<file path="config.mk">
export PLATFORM = sky130hd
export DESIGN_NAME = demux32_1to2
export DESIGN_NICKNAME = d
export VERILOG_FILES = /design/src/rtl/demux32_1to2.sv
export SDC_FILE = /design/constraint.sdc
export NUM_CORES = 1
export LEC_CHECK = 0
export CAP_MARGIN = 10
export CORE_ASPECT_RATIO = 1.2
export CORE_MARGIN = 2
export CORE_UTILIZATION = 40
export DETAILED_ROUTE_END_ITERATION = 6
export SYNTH_ARGS = -nofsm -noshare
export SYNTH_HDL_FRONTEND = slang
export SYNTH_SLANG_ARGS = --single-unit
</file>
<file path="constraint.sdc">
create_clock -name clk -period 6.2 [get_ports clk]
set_input_delay 1.24 -clock clk [delete_from_list [all_inputs] [get_ports clk]]
set_output_delay 1.24 -clock clk [all_outputs]
set_load 0.02 [all_outputs]
</file>
<file path="src/rtl/demux32_1to2.sv">
// Single-clock FIFO with an extra pointer bit to tell full from empty; head word is 0 when empty.
// Latency: a pushed word is at the head right after the write edge when the FIFO was empty.
// Backpressure: push is ignored when full and pop is ignored when empty; the caller gates on full.
module demux32_1to2_fifo #(
    parameter int WIDTH = 32,
    parameter int DEPTH = 2
) (
    input  logic             clk,
    input  logic             rst,
    input  logic             push,
    input  logic [WIDTH-1:0] push_data,
    input  logic             pop,
    output logic [WIDTH-1:0] head_data,
    output logic             not_empty,
    output logic             full
);
    localparam int AW = $clog2(DEPTH);
    localparam logic [AW:0] PTR_ONE = {{AW{1'b0}}, 1'b1};

    logic [WIDTH-1:0] mem [DEPTH];
    logic [AW:0]      wr_ptr;
    logic [AW:0]      rd_ptr;
    logic             do_push;
    logic             do_pop;

    assign not_empty = (wr_ptr != rd_ptr);
    assign full      = (wr_ptr[AW] != rd_ptr[AW]) && (wr_ptr[AW-1:0] == rd_ptr[AW-1:0]);
    assign do_push   = push && !full;
    assign do_pop    = pop && not_empty;
    assign head_data = not_empty ? mem[rd_ptr[AW-1:0]] : '0;

    always_ff @(posedge clk) begin
        if (rst) begin
            wr_ptr <= '0;
            rd_ptr <= '0;
        end else begin
            if (do_push) begin
                wr_ptr <= wr_ptr + PTR_ONE;
            end
            if (do_pop) begin
                rd_ptr <= rd_ptr + PTR_ONE;
            end
        end
    end

    // Storage needs no reset: the pointers alone decide what is visible.
    always_ff @(posedge clk) begin
        if (!rst && do_push) begin
            mem[wr_ptr[AW-1:0]] <= push_data;
        end
    end
endmodule

// 1-to-2 word demux into per-channel FIFOs, routed by in_sel or an alternating pointer.
// Latency: one cycle; an accepted word reaches an empty channel's output right after the accept edge.
// Backpressure: in_ready is low while the selected channel is full; no same-cycle pop bypass.
module demux32_1to2 #(
    parameter int DEPTH = 2
) (
    input  logic        clk,
    input  logic        rst,
    input  logic [31:0] in_data,
    input  logic        in_valid,
    output logic        in_ready,
    input  logic        in_sel,
    input  logic        alt_mode,
    output logic [31:0] out0_data,
    output logic        out0_valid,
    input  logic        out0_ready,
    output logic [31:0] out1_data,
    output logic        out1_valid,
    input  logic        out1_ready,
    output logic [15:0] cnt0,
    output logic [15:0] cnt1,
    output logic        next_sel
);
    localparam logic [15:0] CNT_ONE = 16'd1;

    logic target;
    logic full0;
    logic full1;
    logic xfer_vld;
    logic push0;
    logic push1;

    assign target   = alt_mode ? next_sel : in_sel;
    assign in_ready = target ? !full1 : !full0;
    assign xfer_vld = in_valid && in_ready;
    assign push0    = xfer_vld && !target;
    assign push1    = xfer_vld && target;

    demux32_1to2_fifo #(.WIDTH(32), .DEPTH(DEPTH)) u_fifo0 (
        .clk       (clk),
        .rst       (rst),
        .push      (push0),
        .push_data (in_data),
        .pop       (out0_ready),
        .head_data (out0_data),
        .not_empty (out0_valid),
        .full      (full0)
    );

    demux32_1to2_fifo #(.WIDTH(32), .DEPTH(DEPTH)) u_fifo1 (
        .clk       (clk),
        .rst       (rst),
        .push      (push1),
        .push_data (in_data),
        .pop       (out1_ready),
        .head_data (out1_data),
        .not_empty (out1_valid),
        .full      (full1)
    );

    always_ff @(posedge clk) begin
        if (rst) begin
            cnt0     <= '0;
            cnt1     <= '0;
            next_sel <= 1'b0;
        end else begin
            if (push0) begin
                cnt0 <= cnt0 + CNT_ONE;
            end
            if (push1) begin
                cnt1 <= cnt1 + CNT_ONE;
            end
            // The ping-pong pointer only advances when it actually routed a word.
            if (xfer_vld && alt_mode) begin
                next_sel <= !next_sel;
            end
        end
    end
endmodule

</file>
==> summary.txt <==
Floorplan
  • Die area: 18300 um^2
  • IO Pins: 139
  • # rows: 52
  • Initial Utilization: 40.8%
  • Die Width: 124 um
  • Core box area: 16900 um^2
  • Die Ht: 148 um

Critical path
  • CP peak stage delay: 620 ps
  • R2r startpoint: u_fifo1.wr_ptr[0]$_SDFFE_PP0P_
  • Crit-path max FO: 26
  • CP endpoint kind: output pin
  • Most frequent cell on the critical path: clkdlybuf4s50_1
  • CP Depth: 5
  • CP Launch Type: input port
  • Buf/Inv on CP: 2
  • FF-to-FF setup slack: 3650 ps
  • Reg2reg path depth: 5
  • Cells along the critical path: clkdlybuf4s50_1 > mux2i_4 > o21ai_2 > nand2_1 > clkdlybuf4s50_1
  • CP delay by family, top: buffers and inverters
  • Crit path DAT: 3290 ps
  • CP Class: in -> out
  • Worst path required time: 4960 ps
  • Reg-to-Reg End: u_fifo1.mem[1][23]$_DFFE_PP_
  • Critical path's slowest cell: clkdlybuf4s50_1

Routing
  • Drt wl/cell: 17.8 um
  • Vias: 4563
  • Antenna Nets Post-Route: 0
  • Vias per cell: 5.17
  • Initial drt markers: 248
  • TritonRoute pass-1 iters: 4
  • Drt total wl: 15700 um
  • # DRC: 0

Clock network
  • TritonCTS clock tree: done
  • Post-CTS Setup Repair Bufs: 0
  • Clock buffer depth: 2
  • CTS H-tree lvls: 4
  • Clk Latency, worst-skew pair: 430 ps
  • Cts bufs inserted: 17
  • Worst-path clk slew: 60 ps
  • Clock tree root driver cell: clkbuf_16
  • Num Clock Sinks: 171
  • Post-CTS Resized: 0
  • Hold Buf Count CTS: 0

Power
  • P per Cell Area: 378 nW/um^2
  • Leak Pwr: 2.97 nW
  • Maximum vdd ir drop: 0.145 mV

Yosys
  • Distinct cells, synth: 35
  • Largest family of logic cells by synthesized area: simple AND/OR/NAND/NOR gates
  • Xor and xnor fraction of the mapped netlist area: 2.28%
  • EDFF count, synth: 128
  • #FFs+latches synth: 171
  • Net count after synthesis: 555
  • Ys Warns: 0
  • Post-synth ARST share: 0%
  • Post-synthesis mux area share: 10.4%
  • Synth Area in Simple Gates: 10.8%
  • Post-synthesis sequential area ratio: 68.4%
  • Syn Inst Count: 514
  • Main synth FF type: edfxtp_1
  • Syn Std Cell Area: 6870 um^2
  • Yosys top cell by area: edfxtp_1
  • Compound-Gate Fraction of Synth Area: 5.81%
  • Synth top area cells: edfxtp_1 (56%), dfxtp_1 (13%), mux2i_1 (9.6%)
  • Share of the synthesized area in the top cell type: 55.9%
  • Synth Area in Adders: 0.364%
  • Mapped Avg Cell Area: 13.4 um^2

Timing
  • Relative slew slack: 35.6%
  • RSZ-0062 raised after global routing: false
  • Worst slew pin tran: 963 ps
  • Clock skew: 8.57 ps
  • Post-route setup slack: 1670 ps
  • Setup Viol. Count Final: 0
  • Crit path time final: 4530 ps
  • Max-slew violations: 0
  • Final hold viol count: 0
  • Setup TNS Final: 0 ps
  • Fmax: 0.221 GHz
  • Final Cycle Share: 73.0%

Placement
  • Gp weighted congestion: 0.778
  • Buffers on Ports: 138
  • Cell Area, Placed: 8520 um^2
  • Pre-CTS setup slack: 1700 ps
  • DP Wirelength: 10000 um

Finish
  • Area delta synth->final: 33.4%
  • Share of cells above drive strength 1: 8.11%
  • Final #Nets: 694
  • # diodes: 0
  • Layout fillers: 1414
  • Final design area excluding fillers: 9170 um^2

Worst hold path
  • Worst Hold Path EP: cnt1[15]$_SDFFE_PP0P_
  • HP Class: reg -> reg
  • Hold wc startpoint: cnt1[15]$_SDFFE_PP0P_
  • Min-Delay Path Depth: 2

Global routing
  • Grt total ovfl: 0
  • Number of antenna violations at the first check in global routing: 1
  • Vias in the first global route: 4570
  • GRT Util Overall: 17.9%
  • First-pass GRT wire length: 24700 um
  • Largest net degree at the start of global routing: 50

Status
  • Status: complete, no violations

Flow run
  • Max-Cap Viols: 0
worst max-delay path by stage:
stage	start	to	slack [ps]
after CTS	alt_mode	in_ready	1690
after global routing	alt_mode	in_ready	1600
after global placement	alt_mode	in_ready	1750
after detailed placement	alt_mode	in_ready	1700
after floorplan	alt_mode	u_fifo0.mem[1][0]$_DFFE_PP_	1510
final	alt_mode	in_ready	1670
power by group:
part | internal (mW) | switching (mW) | total, mW | leakage, nW
registers | 1.28 | 0.0533 | 1.34 | 1.51
clock network | 0.695 | 0.442 | 1.14 | 0.323
logic | 0.429 | 0.567 | 0.996 | 1.14
routing by layer:
layer  track usage [%]  vias up  part of all wire, %
li1                  -     2198                    -
met1              21.8     2201                   42
met2              30.2      148                   51
met3              5.40       14                  5.9
met4              5.85        2                  1.0
met5                 0        -                0.083
cell usage after synthesis, types with 2 or more instances:
| library cell | instances |
|---|---|
| edfxtp_1 | 128 |
| nor2_1 | 82 |
| mux2i_1 | 66 |
| dfxtp_1 | 43 |
| a21oi_1 | 27 |
| clkbuf_1 | 20 |
| o21ai_0 | 17 |
| or3_1 | 14 |
| or4_1 | 13 |
| nand2_1 | 12 |
| nand3_1 | 12 |
| o31ai_1 | 12 |
| xor2_1 | 12 |
| buf_1 | 6 |
| inv_1 | 6 |
| nand4_1 | 6 |
| and4_1 | 4 |
| o211ai_1 | 4 |
| xnor2_1 | 4 |
| and3_1 | 3 |
| mux2_2 | 3 |
| nor3_1 | 3 |
| a211o_1 | 2 |
| ha_1 | 2 |
| nor2b_1 | 2 |
| o2111ai_1 | 2 |
cell usage in the layout (no fill, tap or decap), types with 2 or more instances in the layout:
| master | count |
|---|---|
| inv_4 | 3 |
| a21oi_1 | 27 |
| inv_6 | 2 |
| nand3_1 | 12 |
| o21ai_0 | 17 |
| or3_1 | 14 |
| clkdlybuf4s50_1 | 138 |
| mux2i_1 | 66 |
| dfxtp_1 | 41 |
| nand4_1 | 6 |
| buf_4 | 9 |
| inv_1 | 6 |
| or4_1 | 13 |
| bufinv_16 | 2 |
| o211ai_1 | 4 |
| ha_1 | 2 |
| nand2_1 | 12 |
| o31ai_1 | 12 |
| xor2_1 | 12 |
| a211o_1 | 2 |
| xnor2_1 | 4 |
| clkbuf_16 | 20 |
| nor2b_1 | 2 |
| dfxtp_2 | 2 |
| clkbuf_8 | 2 |
| nor2_4 | 2 |
| edfxtp_1 | 128 |
| o2111ai_1 | 2 |
| and4_1 | 4 |
| nor3_2 | 3 |
| mux2_2 | 3 |
| and3_1 | 3 |
| nor2_1 | 80 |
state kept, by name, indices dropped and copies added (netlist names), named ones only:
register        flops
cnt0               16
cnt1               16
next_sel            1
u_fifo0.mem        64
u_fifo0.rd_ptr      2
u_fifo0.wr_ptr      2
u_fifo1.mem        64
u_fifo1.rd_ptr      2
u_fifo1.wr_ptr      2
worst register-to-register path: stages (launching register included):
cell and delay (ps):
dfxtp_1 420, xor2_1 410, o211ai_1 130, buf_4 200, nor3_2 550, buf_4 480
per-stage QoR:
step           util, %  power, mW  std cells  hold WS (ps)
5_1_grt           54.4       3.63        882           518
4_1_cts           54.4       3.51        882           489
3_5_place_dp      50.6       2.37        850           476
3_3_place_gp      50.6       2.36        850           472
2_1_floorplan        -       1.90        514           495
6_report          54.4       3.47        882           489
cell type report:
cell class	count	area (um^2)	share of cell area (%)
sequential	171	4710	51.3
multi-input combinational	310	2070	22.6
timing repair buffer	147	1450	15.8
clock buffer	23	532	5.80
tap	216	270	2.95
clock inverter	9	116	1.27
inverter	6	22.5	0.246
kinds of logic after synthesis:
logic type	Yosys count
AO/OA/AOI/OAI	67
XOR/XNOR	17
adder cells (fa/ha/maj)	2
buffers and inverters	33
flip-flops	171
multiplexers	70
AND/OR/NAND/NOR	154
No activity file was read; power rests on OpenSTA's default activity.
